`src/rtl/masked_stage2_random_source_pkg.sv`:
```
// Shared AES-128 masking definitions: random-width helpers, LFSR constants and
// the random-source state encoding.
package aes128_package;

    localparam logic [31:0] RNG_LFSR_POLY = 32'h8020_0003;

    // Stage-2 HPC1 inverse consumes 16 fresh random bits per share pair.
    function automatic int stage_2_hpc1_randoms(input int num_shares);
        return 8 * num_shares * (num_shares - 1);
    endfunction

    function automatic int rng_lanes(input int width);
        return (width + 31) / 32;
    endfunction

    function automatic logic [31:0] rng_lfsr_step(input logic [31:0] state);
        return state[0] ? ((state >> 1) ^ RNG_LFSR_POLY) : (state >> 1);
    endfunction

    typedef enum logic [2:0] {
        RNG_UNSEEDED,
        RNG_SEEDING,
        RNG_WARMUP,
`ifdef MASKED_STAGE2_RANDOM_SOURCE_HEALTH_EN
        RNG_RUN,
        RNG_ERROR
`else
        RNG_RUN
`endif
    } rng_state_t;

endpackage

```
`src/rtl/masked_stage2_random_source_if.sv`:
```
// Seed-load and mask-word handshake between the random source (master) and
// the stage-2 consumer / seeding logic (slave).
interface masked_stage2_random_source_if #(
    parameter int NUM_RANDOM = 16
);
    logic [31:0]           in_seed;
    logic                  in_seed_valid;
    logic                  out_seed_ready;
    logic                  in_enable;
    logic [NUM_RANDOM-1:0] out_random;
    logic                  out_valid;
    logic                  out_error;

    modport master (
        input  in_seed, in_seed_valid, in_enable,
        output out_seed_ready, out_random, out_valid, out_error
    );

    modport slave (
        output in_seed, in_seed_valid, in_enable,
        input  out_seed_ready, out_random, out_valid, out_error
    );
endinterface

```
`src/rtl/masked_stage2_random_source_lane.sv`:
```
// One seedable 32-bit Galois LFSR lane; an advance applies STEPS_PER_CYCLE
// unrolled right-shift steps. Only the low OUT_BITS of the state are exported.
module rng_lfsr_lane
    import aes128_package::*;
#(
    parameter int STEPS_PER_CYCLE = 8,
    parameter int OUT_BITS        = 32
) (
    input  logic                in_clock,
    input  logic                in_reset,
    input  logic                load,
    input  logic [31:0]         seed,
    input  logic                advance,
`ifdef MASKED_STAGE2_RANDOM_SOURCE_HEALTH_EN
    output logic                is_zero,
`endif
    output logic [OUT_BITS-1:0] value
);

    logic [31:0] state_q;
    logic [31:0] state_next;

    always_comb begin
        state_next = state_q;
        for (int i = 0; i < STEPS_PER_CYCLE; i++) begin
            state_next = rng_lfsr_step(state_next);
        end
    end

    // A zero seed would lock the LFSR at zero forever, so it is replaced by 1.
    always_ff @(posedge in_clock or negedge in_reset) begin
        if (!in_reset) begin
            state_q <= '0;
        end else if (load) begin
            state_q <= (seed == 32'h0) ? 32'h0000_0001 : seed;
        end else if (advance) begin
            state_q <= state_next;
        end
    end

    assign value = state_q[OUT_BITS-1:0];

`ifdef MASKED_STAGE2_RANDOM_SOURCE_HEALTH_EN
    assign is_zero = (state_q == 32'h0);
`endif

endmodule

```
`src/rtl/masked_stage2_random_source.sv`:
```
// Mask-word source for the HPC1 inverse stage 2: seeded LFSR lanes with warm-up
// and run/stall control. Health checking is built with MASKED_STAGE2_RANDOM_SOURCE_HEALTH_EN.
module masked_stage2_random_source
    import aes128_package::*;
#(
    parameter int NUM_SHARES      = 2,
    parameter int STEPS_PER_CYCLE = 8,
    parameter int WARMUP_CYCLES   = 16
) (
    input  logic                          in_clock,
    input  logic                          in_reset,
    masked_stage2_random_source_if.master rng
);

    localparam int NUM_RANDOM = stage_2_hpc1_randoms(NUM_SHARES);
    localparam int LANES      = rng_lanes(NUM_RANDOM);
    localparam int LANE_W     = (LANES > 1) ? $clog2(LANES) : 1;
    localparam int WARM_W     = (WARMUP_CYCLES > 1) ? $clog2(WARMUP_CYCLES) : 1;

    localparam logic [LANE_W-1:0] LANE_LAST = LANE_W'(LANES - 1);
    localparam logic [WARM_W-1:0] WARM_LAST = WARM_W'(WARMUP_CYCLES - 1);

    rng_state_t            state;
    logic [LANE_W-1:0]     lane_count;
    logic [WARM_W-1:0]     warm_count;
    logic                  valid_q;
    logic                  seed_accept;
    logic                  advance;
    logic [NUM_RANDOM-1:0] random_bus;

    // A seed offered in WARMUP or RUN is taken immediately and restarts seeding.
    assign seed_accept = rng.in_seed_valid &&
                         ((state == RNG_SEEDING) || (state == RNG_WARMUP) || (state == RNG_RUN));
    assign advance     = !seed_accept &&
                         ((state == RNG_WARMUP) || ((state == RNG_RUN) && rng.in_enable));

`ifdef MASKED_STAGE2_RANDOM_SOURCE_HEALTH_EN
    logic [LANES-1:0]      lane_zero;
    logic [NUM_RANDOM-1:0] prev_random;
    logic                  check_pending;
    logic                  health_fault;
`endif

    for (genvar i = 0; i < LANES; i++) begin : g_lane
        localparam int BITS = ((NUM_RANDOM - 32 * i) >= 32) ? 32 : (NUM_RANDOM - 32 * i);

        rng_lfsr_lane #(
            .STEPS_PER_CYCLE(STEPS_PER_CYCLE),
            .OUT_BITS       (BITS)
        ) u_lane (
            .in_clock(in_clock),
            .in_reset(in_reset),
            .load    (seed_accept && (lane_count == LANE_W'(i))),
            .seed    (rng.in_seed),
            .advance (advance),
`ifdef MASKED_STAGE2_RANDOM_SOURCE_HEALTH_EN
            .is_zero (lane_zero[i]),
`endif
            .value   (random_bus[32*i +: BITS])
        );
    end

`ifdef MASKED_STAGE2_RANDOM_SOURCE_HEALTH_EN
    // Remember the word taken on each RUN advance so a stuck generator shows up next cycle.
    always_ff @(posedge in_clock or negedge in_reset) begin
        if (!in_reset) begin
            prev_random   <= '0;
            check_pending <= 1'b0;
        end else begin
            check_pending <= (state == RNG_RUN) && advance;
            if (advance) begin
                prev_random <= random_bus;
            end
        end
    end

    assign health_fault = (|lane_zero) || (check_pending && (random_bus == prev_random));
`endif

    always_ff @(posedge in_clock or negedge in_reset) begin
        if (!in_reset) begin
            state      <= RNG_UNSEEDED;
            lane_count <= '0;
            warm_count <= '0;
            valid_q    <= 1'b0;
`ifdef MASKED_STAGE2_RANDOM_SOURCE_HEALTH_EN
            rng.out_error <= 1'b0;
`endif
        end else begin
            case (state)
                RNG_UNSEEDED: begin
                    if (rng.in_seed_valid) begin
                        state <= RNG_SEEDING;
                    end
                end
                RNG_SEEDING, RNG_WARMUP, RNG_RUN: begin
`ifdef MASKED_STAGE2_RANDOM_SOURCE_HEALTH_EN
                    if (health_fault && (state != RNG_SEEDING)) begin
                        state         <= RNG_ERROR;
                        rng.out_error <= 1'b1;
                        valid_q       <= 1'b0;
                    end else
`endif
                    if (seed_accept) begin
                        valid_q    <= 1'b0;
                        warm_count <= '0;
                        if (lane_count == LANE_LAST) begin
                            lane_count <= '0;
                            state      <= RNG_WARMUP;
                        end else begin
                            lane_count <= lane_count + 1'b1;
                            state      <= RNG_SEEDING;
                        end
                    end else if (state == RNG_WARMUP) begin
                        if (warm_count == WARM_LAST) begin
                            warm_count <= '0;
                            state      <= RNG_RUN;
                            valid_q    <= 1'b1;
                        end else begin
                            warm_count <= warm_count + 1'b1;
                        end
                    end
                end
`ifdef MASKED_STAGE2_RANDOM_SOURCE_HEALTH_EN
                RNG_ERROR: begin
                    if (rng.in_seed_valid) begin
                        state         <= RNG_SEEDING;
                        lane_count    <= '0;
                        rng.out_error <= 1'b0;
                    end
                end
`endif
                default: begin
                    state <= RNG_UNSEEDED;
                end
            endcase
        end
    end

    assign rng.out_seed_ready = seed_accept;
    assign rng.out_random     = random_bus;
    assign rng.out_valid      = valid_q;

`ifndef MASKED_STAGE2_RANDOM_SOURCE_HEALTH_EN
    assign rng.out_error = 1'b0;
`endif

endmodule

```
`src/flat_wrapper.sv`:
```
// flat-port wrapper written by rule: the top's interface ports become plain ports
module masked_stage2_random_source_flat import aes128_package::*;
#(
    parameter int NUM_SHARES      = 2,
    parameter int STEPS_PER_CYCLE = 8,
    parameter int WARMUP_CYCLES   = 16
)
  (in_clock, in_reset, rng_in_seed, rng_in_seed_valid, rng_in_enable, rng_out_seed_ready, rng_out_random, rng_out_valid, rng_out_error);
  masked_stage2_random_source_if #(.NUM_RANDOM((16))) rng_i ();
  input  logic in_clock;
  input  logic in_reset;
  input wire logic [$bits(rng_i.in_seed)-1:0] rng_in_seed;
  input wire logic [$bits(rng_i.in_seed_valid)-1:0] rng_in_seed_valid;
  input wire logic [$bits(rng_i.in_enable)-1:0] rng_in_enable;
  output wire logic [$bits(rng_i.out_seed_ready)-1:0] rng_out_seed_ready;
  output wire logic [$bits(rng_i.out_random)-1:0] rng_out_random;
  output wire logic [$bits(rng_i.out_valid)-1:0] rng_out_valid;
  output wire logic [$bits(rng_i.out_error)-1:0] rng_out_error;
  assign rng_i.in_seed = rng_in_seed;
  assign rng_i.in_seed_valid = rng_in_seed_valid;
  assign rng_i.in_enable = rng_in_enable;
  assign rng_out_seed_ready = rng_i.out_seed_ready;
  assign rng_out_random = rng_i.out_random;
  assign rng_out_valid = rng_i.out_valid;
  assign rng_out_error = rng_i.out_error;
  masked_stage2_random_source #(.NUM_SHARES(NUM_SHARES), .STEPS_PER_CYCLE(STEPS_PER_CYCLE), .WARMUP_CYCLES(WARMUP_CYCLES)) u_core (.in_clock(in_clock), .in_reset(in_reset), .rng(rng_i));
endmodule
```
`config.mk`:
```
export PLATFORM = sky130hd
export DESIGN_NAME = masked_stage2_random_source_flat
export DESIGN_NICKNAME = d
export VERILOG_FILES = /design/src/rtl/masked_stage2_random_source_pkg.sv /design/src/rtl/masked_stage2_random_source_if.sv /design/src/rtl/masked_stage2_random_source_lane.sv /design/src/rtl/masked_stage2_random_source.sv /design/src/flat_wrapper.sv
export SDC_FILE = /design/constraint.sdc
export NUM_CORES = 1
export LEC_CHECK = 0
export BUFFER_PORTS_ARGS = -buffer_cell sky130_fd_sc_hd__buf_2
export CAP_MARGIN = 25
export CORE_MARGIN = 1.5
export CORE_UTILIZATION = 50
export CTS_BUF_LIST = sky130_fd_sc_hd__clkbuf_4 sky130_fd_sc_hd__clkbuf_8
export CTS_CLUSTER_DIAMETER = 150
export DETAILED_ROUTE_END_ITERATION = 10
export PLACE_DENSITY_LB_ADDON = 0.1
export SKIP_LAST_GASP = 1
export SYNTH_ARGS = -nofsm -noshare
export SYNTH_HDL_FRONTEND = slang
export SYNTH_HIERARCHICAL = 1
export SYNTH_SLANG_ARGS = --single-unit
```
`constraint.sdc`:
```
create_clock -name in_clock -period 2.1 [get_ports in_clock]
set_input_delay 0.315 -clock in_clock [delete_from_list [all_inputs] [get_ports in_clock]]
set_output_delay 0.315 -clock in_clock [all_outputs]
set_load 0.02 [all_outputs]
```
==> out/qor.yml, run 1 <==
outcome:
  outcome: "completed"
timing:
  min_period_ns: 1.88
  period_share: 0.896
  worstMarginPinSlew_ns: 0.501
  fmax_ghz: 0.532
  fin_skew_ns: 0.00756
  relSlewSlack: 0.666
  hold_viol_final: 0
  setup_tns_ns: 0
  setup_viol: 0
  maxSlewViolCount: 0
  rsz0062_at_grt: "false"
floorplanning:
  rows: 24
  core_area_mm2: 0.00441
  die_x_um: 71.4
  die_y_um: 71.4
  io_pins: 55
  dieArea_mm2: 0.00509
  initial_core_util: 0.529
synth:
  synth_fp_nets: 276
  synth_top_area_share: 0.418
  synth-main-ff-cell: "dfrtp_1"
  synth.largest_area_cell: "dfrtp_1"
  yosysUniqueCellTypes: 38
  synth_most_common_cell: "dfrtp_1"
  synthTopCellsByCount: "dfrtp_1 (39), nand2_1 (36), o21ai_0 (32), mux2i_1 (25), buf_4 (17)"
  synth_edf_count: 0
  synth_cells: 239
  synth-seq-cells: 39
  synth_area_mm2: 0.00234
  async_flop_share: 1.00
  synth_area_leaders: "dfrtp_1 (42%), mux2i_1 (11%), o21ai_0 (6.9%), nand2_1 (5.8%), buf_4 (5.5%)"
  yosysSeqAreaShare: 0.418
  yosysWarnings: 6
  syn_avg_cell_area_um2: 9.77
clock_network:
  cts_hold_buffers: 0
  clock-root-buffer: "clkbuf_8"
  h-tree-depth: 2
  clk_path_buf_depth: 2
  cts_num_sinks: 39
  clk_pin_slew_ns: 0.08
  clock_latency_ns: 0.29
  ctsResizeCount: 0
  cts_tree: "built"
  cts_buffers: 5
setup_path:
  critPathMostFrequentCell: "mux2_2"
  required_ns: 2.28
  worst-path-buf-inv: 0
  crit_slowest_cell: "dfrtp_1"
  critPathLaunchType: "flip-flop"
  crit_path_max_incr_delay_ns: 0.45
  end_kind: "flip-flop"
  cp_cell_sequence: "xnor2_2 -> xnor3_2 -> xnor2_1 -> mux2_2 -> mux2_2"
  worst-path-max-fanout: 4
  worst_ep_arrival_time_ns: 2.06
  worstSetupPathType: "flip-flop to flip-flop"
  critPathTopFamily: "XOR/XNOR gates"
global_routing:
  grt_overflow_total: 0
  grt_first_pass_wirelength_um: 8130
  first_global_vias: 1672
  grt_antenna_before_repair: 0
  globalRouteTotalUtil: 0.208
  grt_max_degree: 40
layout:
  fillers: 388
  design_area_mm2: 0.00268
  antenna_cells: 0
  area_delta_synth_final_pct: 14.6
  postLayoutCoreUtil: 0.607
  layout-drive-gt1-share: 0.312
  fin_nets: 318
drt:
  routed_wl_um: 5110
  num_vias: 1762
  ant_nets: 0
  via_per_inst: 5.28
  drt_first_pass_iters: 4
  drcViolationCount: 0
  wire_per_inst_um: 15.3
  first_iter_violations: 73
power:
  leakage_nw: 1.28
  peakVddDrop_mv: 0.518
  powerDensity_mw_per_mm2: 973
  total_power_mw: 2.60
placed_design:
  io_buffers: 53
  gp_congestion: 0.795
  place_area_mm2: 0.00257
  post-dp-hpwl_um: 3750
job:
  cap_viol_max_count: 0
worst_hold_path:
  hp-class: "primary input to asynchronous set/reset pin"
cells in the final DEF (no fill, tap or decap), types with 5 or more instances in the layout:
cell type and instances:
xnor2_1 13, clkbuf_8 5, o21ai_1 6, nor4_1 8, o21ai_0 32, dfrtp_1 39
buf_4 13, buf_2 53, nand2_1 36, mux2i_1 25
layer usage:
| metal | share of wire | track usage | up-vias |
|---|---|---|---|
| met5 | 0 | 0 | - |
| met4 | 0.0086 | 0.0503 | 0 |
| met3 | 0.047 | 0.0464 | 5 |
| met2 | 0.46 | 0.325 | 44 |
| met1 | 0.49 | 0.298 | 820 |
| li1 | - | - | 893 |
through the flow:
step	hold WS, ns	instances	setup slack (ns)
after floorplan	0.0194	239	0.116
after global routing	0.116	334	0.115
final	0.0754	334	0.219
after detailed placement	0.402	323	0.233
after global placement	0.400	323	0.278
after CTS	0.0880	331	0.0975
cell families after synthesis:
kind of cell / count (synthesis) / share of synthesized area
AO/OA/AOI/OAI: 49 / 0.121
XOR/XNOR: 20 / 0.107
AND/OR/NAND/NOR: 65 / 0.136
multiplexers: 28 / 0.122
flip-flops: 39 / 0.418
adder cells (fa/ha/maj): 1 / 0.00536
buffers and inverters: 36 / 0.0905
other: 1 / 0.00161
state kept, by name, indices dropped and copies added, names as in the netlist:
register and flops:
u_core/warm_count 4, u_core/state 2, u_core/rng.out_valid 1, u_core/g_lane.u_lane/state_q 32
where the power goes:
group	internal, mW	switching (mW)
sequential	0.889	0.113
clock	0.259	0.254
combinational	0.554	0.534
final cells by class:
cell class | instances | area, um2 | share of cell area
multi-input combinational | 164 | 1160 | 0.435
sequential | 39 | 976 | 0.364
timing repair buffer | 66 | 363 | 0.136
clock buffer | 7 | 83.8 | 0.0313
tap | 52 | 65.1 | 0.0243
inverter | 5 | 20.0 | 0.00748
clock inverter | 1 | 5.00 | 0.00187
timing repair:
item                                   4_1_cts  5_1_grt
endpoints found under the hold margin        0        0
setup buffers                                0        3
setup endpoints to repair                    0        1
final timing paths:
| path | start | endpoint | slack, ns | cells after the start |
|---|---|---|---|---|
| max in group asynchronous | in_reset | u_core/g_lane[0].u_lane/state_q[13]$_DFFE_PN0P_ | 1.67 | 2 |
| setup reg to reg | u_core/g_lane[0].u_lane/state_q[1]$_DFFE_PN0P_ | u_core/g_lane[0].u_lane/state_q[30]$_DFFE_PN0P_ | 0.22 | 5 |
| setup / recovery | u_core/g_lane[0].u_lane/state_q[1]$_DFFE_PN0P_ | u_core/g_lane[0].u_lane/state_q[30]$_DFFE_PN0P_ | 0.22 | 5 |
| hold / removal | in_reset | u_core/g_lane[0].u_lane/state_q[27]$_DFFE_PN0P_ | 0.08 | 2 |
| min in group in_clock | rng_in_seed[28] | u_core/g_lane[0].u_lane/state_q[28]$_DFFE_PN0P_ | 0.24 | 3 |
| hold reg to reg | u_core/warm_count[1]$_DFFE_PN0P_ | u_core/warm_count[1]$_DFFE_PN0P_ | 0.54 | 2 |
No activity file was read; power rests on OpenSTA's default activity.
==> run 2, diff against run 1 <==
--- a/config.mk
+++ b/config.mk
@@ -7,11 +7,14 @@
 export LEC_CHECK = 0
 export BUFFER_PORTS_ARGS = -buffer_cell sky130_fd_sc_hd__buf_2
 export CAP_MARGIN = 25
+export CELL_PAD_IN_SITES_DETAIL_PLACEMENT = 1
+export CELL_PAD_IN_SITES_GLOBAL_PLACEMENT = 2
 export CORE_MARGIN = 1.5
-export CORE_UTILIZATION = 50
+export CORE_UTILIZATION = 31
 export CTS_BUF_LIST = sky130_fd_sc_hd__clkbuf_4 sky130_fd_sc_hd__clkbuf_8
 export CTS_CLUSTER_DIAMETER = 150
 export DETAILED_ROUTE_END_ITERATION = 10
+export MAX_ROUTING_LAYER = met4
 export PLACE_DENSITY_LB_ADDON = 0.1
 export SKIP_LAST_GASP = 1
 export SYNTH_ARGS = -nofsm -noshare
==> run 2 against run 1 <==
Net effect: highest routed layer unchanged; cell area increased by 2.2%; global-route usage decreased by 3.9 points; count of clock-buffer cells in the layout decreased by 1; via count increased by 1.9%; maximum frequency decreased by 2.4%; sequential cell count unchanged; utilization decreased by 23 points; critical path type unchanged; combinational power about the same; largest cell class unchanged; worst hold slack got worse by 0.0019 ns; first-iteration DRC count decreased by 18%; critical path depth unchanged.
==> out/qor.yml, run 2 (synthesized netlist as in run 1, its figures left out) <==
power:
  powerDensity_mw_per_mm2: 1010
  peakVddDrop_mv: 0.269
  leakage_nw: 1.27
clock_network:
  cts_hold_buffers: 0
  clk_pin_slew_ns: 0.08
  clock-root-buffer: "clkbuf_8"
  cts_num_sinks: 39
  h-tree-depth: 2
  clock_latency_ns: 0.30
  post-cts-setup-buffers: 0
  ctsResizeCount: 0
  cts_buffers: 5
  cts_tree: "built"
  clk_path_buf_depth: 2
layout:
  multiInputGateArea_mm2: 0.00116
  largest_reg_flops: 32
  regMostFlops: "u_core/g_lane.u_lane/state_q"
  reg_top3: "u_core/g_lane.u_lane/state_q: 32 flops, u_core/warm_count: 4 flops, u_core/state: 2 flops"
  final_cell_mix: "buf_2 (53), dfrtp_1 (39), nand2_1 (36)"
  layout-drive-gt1-share: 0.300
  fillers: 853
  seq_area_um2: 976
  fin_nets: 314
  area_delta_synth_final_pct: 17.1
  mostFrequentLayoutCell: "buf_2"
  antenna_cells: 0
placed_design:
  post-dp-hpwl_um: 4710
  io_buffers: 53
  place_ws_ns: 0.186
  gp_congestion: 0.800
drt:
  routed_wl_um: 6180
  ant_nets: 0
  drcViolationCount: 0
  wire_per_inst_um: 16.4
  num_vias: 1796
  drt_first_pass_iters: 4
  first_iter_violations: 60
  via_per_inst: 4.78
timing:
  relSlewSlack: 0.644
  rsz0062_at_grt: "false"
  period_share: 0.918
  worstMarginPinSlew_ns: 0.534
  fin_skew_ns: 0.00651
  min_period_ns: 1.93
  fmax_ghz: 0.519
  maxSlewViolCount: 0
  setup_viol: 0
  final.setup.worst_slack_ns: 0.173
  hold_viol_final: 0
  setup_tns_ns: 0
setup_path:
  worst-path-max-fanout: 4
  worstSetupPathType: "flip-flop to flip-flop"
  worst_ep_arrival_time_ns: 2.11
  r2r_cells: 5
  end_kind: "flip-flop"
  required_ns: 2.28
  critPathLaunchType: "flip-flop"
  r2r_start: "u_core/g_lane[0].u_lane/state_q[4]$_DFFE_PN0P_"
  regToRegSetupSlack_ns: 0.17
  crit_path_max_incr_delay_ns: 0.42
  crit_slowest_cell: "dfrtp_1"
  worst_r2r_endpoint: "u_core/g_lane[0].u_lane/state_q[30]$_DFFE_PN0P_"
  critPathTopFamily: "XOR/XNOR gates"
  worst-path-buf-inv: 0
  cp_cell_sequence: "xnor2_1 -> xnor3_2 -> xnor2_1 -> mux2_2 -> mux2_2"
floorplanning:
  dieArea_mm2: 0.00806
  rows: 31
  die_x_um: 89.8
  core_area_mm2: 0.00725
  io_pins: 55
  initial_core_util: 0.322
  die_y_um: 89.8
global_routing:
  grt_overflow_total: 0
  grt_first_pass_wirelength_um: 10400
  first_global_vias: 1972
  grt_antenna_before_repair: 0
  grt_max_degree: 40
  globalRouteTotalUtil: 0.169
outcome:
  outcome: "completed"
job:
  cap_viol_max_count: 0
worst_hold_path:
  hp-class: "primary input to asynchronous set/reset pin"
## run 2: cell count changes in the layout (fill, tap and decap cells not counted)
cell | previous run | this run
buf_4 | 13 | 8
buf_12 | 0 | 1
bufinv_16 | 0 | 1
clkinv_2 | 2 | 1
clkbuf_4 | 2 | 1
## run 2: worst max path at each step
stage / from / endpoint / slack [ns] / depth (start not counted)
final: u_core/g_lane[0].u_lane/state_q[4]$_DFFE_PN0P_ / u_core/g_lane[0].u_lane/state_q[30]$_DFFE_PN0P_ / 0.17 / 5
after global routing: u_core/g_lane[0].u_lane/state_q[3]$_DFFE_PN0P_ / u_core/g_lane[0].u_lane/state_q[30]$_DFFE_PN0P_ / 0.11 / 5
after CTS: u_core/g_lane[0].u_lane/state_q[4]$_DFFE_PN0P_ / u_core/g_lane[0].u_lane/state_q[30]$_DFFE_PN0P_ / 0.17 / 5
after detailed placement: u_core/g_lane[0].u_lane/state_q[4]$_DFFE_PN0P_ / u_core/g_lane[0].u_lane/state_q[30]$_DFFE_PN0P_ / 0.19 / 5
after global placement: u_core/g_lane[0].u_lane/state_q[4]$_DFFE_PN0P_ / u_core/g_lane[0].u_lane/state_q[30]$_DFFE_PN0P_ / 0.25 / 5
after floorplan: u_core/g_lane[0].u_lane/state_q[0]$_DFFE_PN0P_ / u_core/g_lane[0].u_lane/state_q[30]$_DFFE_PN0P_ / 0.12 / 6
## run 2: final cells by class
class,instances,area share
well taps,99,0.0453
repair buffers,62,0.126
clock inverters,1,0.0110
multi-input cells,164,0.426
inverters,5,0.00732
flip-flops and latches,39,0.357
clock buffers,6,0.0279
## run 2: stage by stage
stage | power, mW | util | cells | instance area [um2] | hold slack (ns)
4_1_cts | 2.81 | 0.377 | 376 | 2740 | 0.0922
5_1_grt | 2.95 | 0.377 | 376 | 2740 | 0.105
6_report | 2.77 | 0.377 | 376 | 2740 | 0.0735
2_1_floorplan | 1.88 | - | 239 | 2340 | 0.0194
3_3_place_gp | 2.15 | 0.363 | 369 | 2630 | 0.424
3_5_place_dp | 2.16 | 0.363 | 369 | 2630 | 0.423
## run 2: where the power goes
| group | internal (mW) | switching (mW) | total, mW |
|---|---|---|---|
| Sequential | 0.889 | 0.124 | 1.01 |
| Clock | 0.362 | 0.274 | 0.635 |
| Combinational | 0.554 | 0.568 | 1.12 |
## run 2: layer usage
layer | routed length, um | vias to the layer above | share of wire | track usage
met5 | 0 | - | 0 | -
met4 | 104 | 0 | 0.017 | 0.0529
met3 | 272 | 9 | 0.044 | 0.0381
met2 | 2800 | 40 | 0.45 | 0.256
met1 | 3000 | 866 | 0.49 | 0.226
li1 | - | 881 | - | -
